`src/rtl/serial_subtractor_pkg.sv`:
```
// Shared definitions for the bit-serial subtractor.
// Holds the FSM state encoding and the width of the state register.
package serial_subtractor_pkg;

  localparam int STATE_W = 2;

  typedef enum logic [STATE_W-1:0] {
    ST_IDLE  = 2'd0,
    ST_SHIFT = 2'd1,
    ST_DONE  = 2'd2
  } state_e;

  // The bit counter must hold values up to WIDTH-1, with one spare bit.
  function automatic int cnt_width(input int width);
    return $clog2(width) + 1;
  endfunction

endpackage

```
`src/rtl/serial_subtractor_if.sv`:
```
// Handshake bundle between a producer, the serial subtractor and a consumer.
//  in_valid/in_ready  : operand handshake (a, b, bin)
//  out_valid/out_ready: result handshake (d, bout)
// Modports:
//  master - producer/consumer side (drives operands and out_ready)
//  slave  - subtractor side
interface serial_subtractor_if #(
  parameter int WIDTH = 4
);
  logic             in_valid;
  logic             in_ready;
  logic [WIDTH-1:0] a;
  logic [WIDTH-1:0] b;
  logic             bin;
  logic             out_valid;
  logic             out_ready;
  logic [WIDTH-1:0] d;
  logic             bout;

  modport master (
    output in_valid, a, b, bin, out_ready,
    input  in_ready, out_valid, d, bout
  );

  modport slave (
    input  in_valid, a, b, bin, out_ready,
    output in_ready, out_valid, d, bout
  );
endinterface

```
`src/rtl/serial_subtractor_full_subtractor.sv`:
```
// One-bit full subtractor cell, gate level, purely combinational.
//  diff = a ^ b ^ bin
//  bout = borrow out of (a - b - bin)
// Ports: diff/bout outputs, a/b/bin inputs (all 1 bit).
module full_subtractor (
  output logic diff,
  output logic bout,
  input  logic a,
  input  logic b,
  input  logic bin
);
  logic a_x_b;

  assign a_x_b = a ^ b;
  assign diff  = a_x_b ^ bin;
  // Borrow when a=0,b=1, or when a==b and a borrow is already pending.
  assign bout  = (~a & b) | (~a_x_b & bin);
endmodule

```
`src/rtl/serial_subtractor.sv`:
```
// Bit-serial unsigned subtractor: D = A - B - Bin, LSB first over WIDTH cycles
// through a single full-subtractor cell and one borrow flop.
// Ports:
//  clk   - rising-edge clock
//  rst_n - asynchronous active-low reset
//  bus   - slave side of serial_subtractor_if (operand and result handshakes)
// Flow: IDLE accepts operands, SHIFT runs WIDTH cycles, DONE presents the
// result until the consumer takes it, then one mandatory IDLE cycle.
module serial_subtractor
  import serial_subtractor_pkg::*;
#(
  parameter int WIDTH = 4
) (
  input  logic                 clk,
  input  logic                 rst_n,
  serial_subtractor_if.slave   bus
);

  localparam int CW = cnt_width(WIDTH);

  state_e           state_q, state_d;
  logic [WIDTH-1:0] a_q, a_d;
  logic [WIDTH-1:0] b_q, b_d;
  logic [WIDTH-1:0] d_q, d_d;
  logic             br_q, br_d;
  logic             bout_q, bout_d;
  logic [CW-1:0]    cnt_q, cnt_d;

  logic             cell_diff;
  logic             cell_bout;

  // The operand LSBs and the running borrow feed the one shared cell.
  full_subtractor u_fs (
    .diff (cell_diff),
    .bout (cell_bout),
    .a    (a_q[0]),
    .b    (b_q[0]),
    .bin  (br_q)
  );

  always_comb begin
    state_d = state_q;
    a_d     = a_q;
    b_d     = b_q;
    d_d     = d_q;
    br_d    = br_q;
    bout_d  = bout_q;
    cnt_d   = cnt_q;

    case (state_q)
      ST_IDLE: begin
        // in_ready is high throughout IDLE, so in_valid alone is the handshake.
        if (bus.in_valid) begin
          a_d     = bus.a;
          b_d     = bus.b;
          br_d    = bus.bin;
          cnt_d   = '0;
          state_d = ST_SHIFT;
        end
      end
      ST_SHIFT: begin
        // Difference bits enter at the MSB so after WIDTH shifts bit 0 is in place.
        d_d   = {cell_diff, d_q[WIDTH-1:1]};
        a_d   = a_q >> 1;
        b_d   = b_q >> 1;
        br_d  = cell_bout;
        cnt_d = cnt_q + CW'(1);
        if (cnt_q == CW'(WIDTH - 1)) begin
          bout_d  = cell_bout;
          state_d = ST_DONE;
        end
      end
      ST_DONE: begin
        if (bus.out_ready) state_d = ST_IDLE;
      end
      default: state_d = ST_IDLE;
    endcase
  end

  always_ff @(posedge clk or negedge rst_n) begin
    if (!rst_n) begin
      state_q <= ST_IDLE;
      a_q     <= '0;
      b_q     <= '0;
      d_q     <= '0;
      br_q    <= 1'b0;
      bout_q  <= 1'b0;
      cnt_q   <= '0;
    end else begin
      state_q <= state_d;
      a_q     <= a_d;
      b_q     <= b_d;
      d_q     <= d_d;
      br_q    <= br_d;
      bout_q  <= bout_d;
      cnt_q   <= cnt_d;
    end
  end

  assign bus.in_ready  = (state_q == ST_IDLE);
  assign bus.out_valid = (state_q == ST_DONE);
  assign bus.d         = d_q;
  assign bus.bout      = bout_q;

endmodule

```
`src/flat_wrapper.sv`:
```
// flat-port wrapper written by rule: the top's interface ports become plain ports
module serial_subtractor_flat import serial_subtractor_pkg::*;
#(
  parameter int WIDTH = 4
)
  (clk, rst_n, bus_in_valid, bus_a, bus_b, bus_bin, bus_out_ready, bus_in_ready, bus_out_valid, bus_d, bus_bout);
  serial_subtractor_if #(.WIDTH(WIDTH)) bus_i ();
  input  logic clk;
  input  logic rst_n;
  input wire logic [$bits(bus_i.in_valid)-1:0] bus_in_valid;
  input wire logic [$bits(bus_i.a)-1:0] bus_a;
  input wire logic [$bits(bus_i.b)-1:0] bus_b;
  input wire logic [$bits(bus_i.bin)-1:0] bus_bin;
  input wire logic [$bits(bus_i.out_ready)-1:0] bus_out_ready;
  output wire logic [$bits(bus_i.in_ready)-1:0] bus_in_ready;
  output wire logic [$bits(bus_i.out_valid)-1:0] bus_out_valid;
  output wire logic [$bits(bus_i.d)-1:0] bus_d;
  output wire logic [$bits(bus_i.bout)-1:0] bus_bout;
  assign bus_i.in_valid = bus_in_valid;
  assign bus_i.a = bus_a;
  assign bus_i.b = bus_b;
  assign bus_i.bin = bus_bin;
  assign bus_i.out_ready = bus_out_ready;
  assign bus_in_ready = bus_i.in_ready;
  assign bus_out_valid = bus_i.out_valid;
  assign bus_d = bus_i.d;
  assign bus_bout = bus_i.bout;
  serial_subtractor #(.WIDTH(WIDTH)) u_core (.clk(clk), .rst_n(rst_n), .bus(bus_i));
endmodule
```
`config.mk`:
```
export PLATFORM = sky130hd
export DESIGN_NAME = serial_subtractor_flat
export DESIGN_NICKNAME = d
export VERILOG_FILES = /design/src/rtl/serial_subtractor_pkg.sv /design/src/rtl/serial_subtractor_if.sv /design/src/rtl/serial_subtractor_full_subtractor.sv /design/src/rtl/serial_subtractor.sv /design/src/flat_wrapper.sv
export SDC_FILE = /design/constraint.sdc
export NUM_CORES = 1
export LEC_CHECK = 0
export BUFFER_PORTS_ARGS = -buffer_cell sky130_fd_sc_hd__buf_2
export CAP_MARGIN = 20
export CORE_AREA = 3 3 60 62
export CTS_BUF_LIST = sky130_fd_sc_hd__clkbuf_16
export DETAILED_ROUTE_END_ITERATION = 12
export DIE_AREA = 0 0 63 65
export PLACE_DENSITY = 0.59
export SLEW_MARGIN = 20
export SYNTH_ARGS = -nofsm -noshare
export SYNTH_HDL_FRONTEND = slang
export SYNTH_SLANG_ARGS = --single-unit
```
`constraint.sdc`:
```
create_clock -name clk -period 2.11 [get_ports clk]
set_clock_uncertainty 0.1 [all_clocks]
set_input_delay 0.3165 -clock clk [delete_from_list [all_inputs] [get_ports clk]]
set_output_delay 0.3165 -clock clk [all_outputs]
set_load 0.1 [all_outputs]
```
# Yosys cells after proc, flatten, opt, wreduce, memory -nomap -nowiden
# Index checks and enable logic that the tools add are counted.
# word_totals
register_bits	19
in_bits	13
output_inout_bits	7
wordCells	38
# classes
n_addsub	1
n_eq_ne	6
muxes	12
bitwise	7
n_reduce_logical	5
# ops
cell	count
4-bit case mux with 2 select lines	2
4-bit 2-to-1 mux	2
2-bit 2-to-1 mux	3
2-bit case mux with 3 select lines	1
3-bit case mux with 2 select lines	1
2-bit != test (second input constant)	2
2-bit AND reduction	2
3-bit by 1-bit adder with 3-bit output (second input constant)	1
3-bit by 2-bit equality test with 1-bit output (second input constant)	1
3-bit 2-to-1 mux	1
3-bit AND reduction	1
1-bit AND	2
2-bit by 1-bit equality test with 1-bit output (second input constant)	1
2-bit equality test (second input constant)	1
2-bit zero test	1
2-bit by 1-bit != test with 1-bit output (second input constant)	1
1-bit NOT	2
1-bit case mux with 2 select lines	1
2-bit nonzero test	1
1-bit XOR	2
1-bit 2-to-1 mux	1
1-bit OR	1

# Logic depth before layout (Yosys ltp)
# Gate-level depths: netlist of the first run.
# depth
ltp_word	5
depth_mapped	5
ltp_nobuf	5

# Cells and area by module
# Synthesis of the first run repeated with hierarchy kept, for this count alone.
# hier_totals
hier_cells	90
area_unflattened_um2	887.1
# by_module_without_submodules
mod	instances	cells_each	area_per_inst_um2	seq_area_each_um2
serial_subtractor	1	86	855.8	475.5
full_subtractor	1	4	31.3	0.0

# Least setup slack after synthesis of the first run
# Ideal clock, no wire load.
# synth_path
path_kind	register to register
startpoint	register u_core.state_q[1]
endpoint	register u_core.b_q[2]
setup_ps	123
arrival_time_ps	2169
t_required_ps	1887
setup_slack_ps	-282
stages_incl_launch_ff	5
n_path_buf	1
synth_period_minus_slack_ps	2392
path_cell_list	dfrtp_1 buf_4 nor2_1 nand3b_1 o221a_2
# synth_via
elab_chain_cells	3
word_cells_on_any_way	6
cone_classes	2 x eq/ne; 1 x mux; 3 x reduce/logical
# synth_rtl
item	line_no	text
start: declaration	serial_subtractor.sv:21	state_e state_q, state_d;
start signal: assignment	serial_subtractor.sv:90	state_q <= state_d;
2-bit zero test (*)	--	
net bus_in_ready	flat_wrapper.sv:15	output wire logic [$bits(bus_i.in_ready)-1:0] bus_in_ready;
2-bit != test (no source line) / 2-bit nonzero test (equally long branches)	--	
2-bit AND reduction (no source line)	--	
end signal: assignment	serial_subtractor.sv:84	b_q <= '0;
end signal: assignment	serial_subtractor.sv:92	b_q <= b_d;
end: declaration	serial_subtractor.sv:23	logic [WIDTH-1:0] b_q, b_d;
# Mark *: on every way through the listed nets, which the timed path passes. The rest lies on a longest branch.
# A chain may end at the register's enable or synchronous reset.

# Worst setup path after layout of the first run
# layout_path
startpoint	register u_core.state_q[1]
endpoint	output port bus_out_valid
# layout_via
elab_chain_cells	1
# layout_rtl
item	line_no	text
2-bit equality test	serial_subtractor.sv:101	assign bus.out_valid = (state_q == ST_DONE);
end: declaration	flat_wrapper.sv:16	output wire logic [$bits(bus_i.out_valid)-1:0] bus_out_valid;
# No other way between the ends.

==> summary.md, run 1 <==
| Metric | Value |
|---|---|
| GR Util All Layers | `0.1058` |
| # diodes | `0` |
| Row cnt | `20` |
| Starting DRT DRC Count | `16` |
| Vias in the first global route | `between 700 and 800` |
| DIE HEIGHT | `around 65 um` |
| FMAX | `~520 MHz` |
| R2R Setup Slk | `between 0.6 and 0.7 ns` |
| Worst-path fanout max | `13` |
| Tmin final | `1.916 ns` |
| WL final | `about 1.9 mm` |
| First-pass GRT wire length | `3.367 mm` |
| Final Slew Violations | `0` |
| Setup WS post-layout | `a little under 0.2 ns` |
| RSZ-0062 raised after global routing | `false` |
| Chip width | `63 um` |
| IO Port Bufs | `19` |
| Most common cell after layout, fill and taps aside | `dfrtp_1` |
| Via count | `691` |
| Hold Path Origin | `bus_out_ready` |
| Inserted Clock Buffers | `3` |
| Longest Clk Path Bufs | `2` |
| Worst hold-check path type | `primary input to register` |
| Crit. End Element | `primary output` |
| WS Path Type | `register to primary output` |
| Clock Pin Slew Worst Setup and Hold Paths | `0.05 ns` |
| Ys flop type | `dfrtp_1` |
| Reg2reg path depth | `3` |
| Area Overhead vs Synth | `23.16%` |
| Worst r2r src | `u_core.state_q[0]` |
| WP data arrival | `about 1.5 ns` |
| Initial Util | `0.2984` |
| Post-DP HPWL | `around 1.4 mm` |
| DR WL/cell | `approximately 12 um` |
| Status | `complete, no violations` |
| Sequential area share after synthesis | `0.5177` |
| R2R Path End | `u_core.b_q[2]` |
| DIE AREA | `between 0.004 and 0.005 mm^2` |
| Drt first pass iters | `4` |
| Avg Cell Area, Syn | `10.68 um^2` |
| Most frequent cells in the layout | `19 x dfrtp_1, 18 x buf_2, 16 x nand2_1` |
| Startpoint types | `register` |
| Weighted congestion at the end of routability-driven global placement | `0.7402` |
| Sink Count | `19` |
| Fin crit share | `0.9081` |
| CP required | `1.69 ns` |
| Dpl ws | `between 0.3 and 0.4 ns` |
| Setup Viol. Count Final | `0` |
| Core area | `0.003078 mm^2` |
| Via/cell ratio | `about 4.6` |
| Share of post-route cells with drive strength above 1 | `0.3084` |
| Yosys warns | `0` |
| I/O Pins | `20` |
| Min-Delay Endpoint | `u_core.state_q[1]` |
| GRT Residual Overflow | `0` |
| CTS Root Cell | `clkbuf_16` |
| Worst-Skew Late Latency | `0.25 ns` |
| Worst-Margin Slew | `0.4867 ns` |
| Antenna Violating Nets Remaining | `0` |
| Hold Fails Final Rpt | `0` |
| Async set-reset flop share out of synthesis | `1.000` |
| Synth Register Bits | `19` |
| Number of max-cap violations | `0` |
| TNS Setup | `0 ns` |
| Pin count of the biggest net entering global routing | `20` |
| Synthesized cell area | `918.4 um^2` |
| Setup bufs post-CTS | `0` |
| EDFF count, synth | `0` |
| Hold path depth | `2` |
| Post-synth cell types | `26` |
| Syn Nets | `102` |
| CTS tree | `done` |
| Initial antenna violation count | `0` |
| Layout Nets | `between 100 and 150` |
| H-Tree Depth | `1` |
| Post-Syn Instances | `86` |
| Slew margin rel. | `0.6778` |
| Post-route DRC | `0` |
[cell usage after synthesis, drive strengths merged, types with 2 or more instances]
master | number | area, um^2
dfrtp | 19 | 475.5
nand2 | 16 | 60.06
nor2 | 7 | 26.28
o21ai | 6 | 30.03
buf | 4 | 41.29
inv | 4 | 15.01
o22ai | 4 | 25.02
o32ai | 4 | 35.03
nand3b | 3 | 22.52
ha | 2 | 25.02
nand2b | 2 | 17.52
nor2b | 2 | 22.52
nor3 | 2 | 10.01
o221a | 2 | 22.52
[registers in the layout (all words and copies together) (netlist names)]
| name | count |
|---|---|
| u_core.a_q | 4 |
| u_core.br_q | 1 |
| u_core.b_q | 4 |
| u_core.cnt_q | 3 |
| u_core.bus.d | 4 |
| u_core.bus.bout | 1 |
| u_core.state_q | 2 |
[repair_timing]
action                                 in CTS  in global routing
setup endpoints to repair                   0                  1
resized for setup                           0                  1
endpoints found under the hold margin      19                  0
hold buffers                                1                  0
[how the worst max path moves through the flow]
stage,to,startpoint,slack (ns),cells past startpoint
after floorplan,u_core.b_q[2],u_core.state_q[1],0.24,4
after global placement,bus_out_valid,u_core.state_q[1],0.42,3
after detailed placement,bus_out_valid,u_core.state_q[1],0.40,3
after CTS,bus_out_valid,u_core.state_q[1],0.10,3
after global routing,bus_out_valid,u_core.state_q[1],0.09,3
final,bus_out_valid,u_core.state_q[1],0.19,3
[metal layers]
| layer | vias to the layer above | track usage | wire length, um |
|---|---|---|---|
| li1 | 348 | - | - |
| met3 | 2 | 0.03986 | 101 |
| met4 | 0 | 0.03306 | 13 |
| met5 | - | 0 | 0 |
| met1 | 325 | 0.1441 | 902 |
| met2 | 16 | 0.1542 | 856 |
[kinds of logic after synthesis]
group,share of synthesized area
and+or+nand+nor,0.1907
buffers and inverters,0.06130
adders and majority gates,0.04904
DFF,0.5177
AOI/OAI and AO/OA,0.1812
[critical path, cell delays in order, from the launching register on]
cell	delay, ns
dfrtp_1	0.60
inv_1	0.19
nor2_2	0.12
clkbuf_4	0.33
[final cells by class]
type                       count  area [um^2]
fill                         317         1947
sequential                    19        475.5
multi-input combinational     59        391.6
timing repair buffer          21        115.1
clock buffer                   3        75.07
tap                           44        55.05
inverter                       4        15.01
clock inverter                 1        3.754
[stage by stage]
step,area [um^2],instances,hold slack (ns),utilization
after floorplan,923.4,86,-0.07909,-
after global placement,1040,146,0.1821,0.3378
after detailed placement,1040,146,0.1870,0.3378
after CTS,1129,151,0.1357,0.3667
after global routing,1131,151,0.1409,0.3675
final,1131,151,0.1397,0.3675
Power of run 1 is not shown: default switching activity piles up to over one toggle a cycle in this logic, so the estimate is an artifact.
==> run 2, diff against run 1 <==
Clock period 2.11 ns to 2.1 ns, I/O delays scaled along.
==> run 2 against run 1 <==
Effect of this change:
- global-route usage decreased by 0.14 points
- sequential share of layout area up 0.093 points
- first-iteration DRC count grew 94%
- core utilization fell by 0.081 points
- wire length grew 0.37%
- critical path type unchanged
==> summary.md, run 2 (synthesis gave the netlist of run 1 again) <==
| Metric | Value |
|---|---|
| Post-route cell area | `0.001129 mm^2` |
| Status | `complete, no violations` |
| Sink Count | `19` |
| DR WL/cell | `12.45 um` |
| Via count | `between 600 and 700` |
| Clock Pin Slew Worst Setup and Hold Paths | `0.05 ns` |
| Tmin final | `between 2 and 2.5 ns` |
| Chip width | `63 um` |
| CTS Root Cell | `clkbuf_16` |
| WS Path Type | `register to primary output` |
| WP data arrival | `1.59 ns` |
| DIE HEIGHT | `approximately 65 um` |
| Row cnt | `20` |
| H-Tree Depth | `1` |
| Post-DP HPWL | `1.348 mm` |
| Worst-Skew Late Latency | `0.25 ns` |
| Final Slew Violations | `0` |
| Crit. End Element | `primary output` |
| Weighted congestion at the end of routability-driven global placement | `~0.74` |
| Fillcell total | `317` |
| RSZ-0062 raised after global routing | `false` |
| IO Port Bufs | `19` |
| Startpoint types | `register` |
| Slew margin rel. | `0.6763` |
| Core area | `0.003078 mm^2` |
| Via/cell ratio | `4.603` |
| Placed cell area | `0.001040 mm^2` |
| DIE AREA | `0.004095 mm^2` |
| I/O Pins | `20` |
| First-pass GRT wire length | `3.277 mm` |
| Drt first pass iters | `4` |
| TNS Setup | `0 ns` |
| Fin crit share | `0.9551` |
| Worst-Margin Slew | `~0.5 ns` |
| FMAX | `approximately 500 MHz` |
| WL final | `1.880 mm` |
| Share of post-route cells with drive strength above 1 | `0.3084` |
| Number of max-cap violations | `0` |
| Setup bufs post-CTS | `0` |
| Worst-path fanout max | `13` |
| Layout Nets | `124` |
| Initial antenna violation count | `0` |
| Pin count of the biggest net entering global routing | `20` |
| Longest Clk Path Bufs | `2` |
| GR Util All Layers | `0.1043` |
| CP required | `1.68 ns` |
| CTS tree | `done` |
| Starting DRT DRC Count | `31` |
| Most frequent cells in the layout | `19 x buf_2, 19 x dfrtp_1, 16 x nand2_1` |
| Area Overhead vs Synth | `22.89%` |
| Hold Fails Final Rpt | `0` |
| Worst hold-check path type | `primary input to register` |
| Vias in the first global route | `687` |
| GRT Residual Overflow | `0` |
| Inserted Clock Buffers | `3` |
| Initial Util | `0.2984` |
| Post-route DRC | `0` |
| Antenna Violating Nets Remaining | `0` |
| # diodes | `0` |
| Setup Viol. Count Final | `0` |
run 2: cell count changes in the layout (fill, tap and decap cells not counted), sizes merged:
cell,before,now
clkbuf,4,3
buf,19,20
run 2: critical path, stage by stage (launching register included):
cell and delay [ns]:
dfrtp_1 0.60, inv_1 0.19, nor2_2 0.11, buf_2 0.43
run 2: routing by layer:
layer  vias to the layer above  track usage  part of all wire
met5                         -            0                 0
met4                         0      0.03306            0.0069
met3                         2      0.03813             0.044
met2                        16       0.1555              0.47
met1                       333       0.1399              0.48
li1                        344            -                 -
run 2: worst paths after layout:
path / start / end / slack (ns) / cells after the start
min in group asynchronous: rst_n / u_core.b_q[3] / 0.44 / 2
max in group asynchronous: rst_n / u_core.bus.d[3] / 1.17 / 2
hold / removal: bus_out_ready / u_core.state_q[1] / 0.15 / 2
hold reg to reg: u_core.bus.d[0] / u_core.bus.d[0] / 0.36 / 2
setup reg to reg: u_core.state_q[0] / u_core.b_q[2] / 0.62 / 3
setup / recovery: u_core.state_q[1] / bus_out_valid / 0.09 / 3
run 2: final cells by class:
cell class	instances	area, um^2	share of cell area
tap	44	55.05	0.04878
multi-input combinational	59	391.6	0.3470
timing repair buffer	21	112.6	0.09978
inverter	4	15.01	0.01330
clock inverter	1	3.754	0.003326
sequential	19	475.5	0.4213
clock buffer	3	75.07	0.06652
run 2: repair_timing:
action	CTS	global route
hold buffers	1	0
gates resized for setup	0	0
endpoints found under the hold margin	19	0
setup endpoints to repair	0	0
run 2: metrics by stage:
stage                     hold WS [ns]  worst slack, ns    util  cells
after CTS                       0.1446          0.09864  0.3667    151
after detailed placement        0.1866           0.3962  0.3378    146
after global placement          0.1806           0.4155  0.3378    146
after global routing            0.1534        0.0002103  0.3667    151
final                           0.1450          0.09431  0.3667    151
after floorplan               -0.08059           0.2267       -     86
Power of run 2 is left out for the same reason.
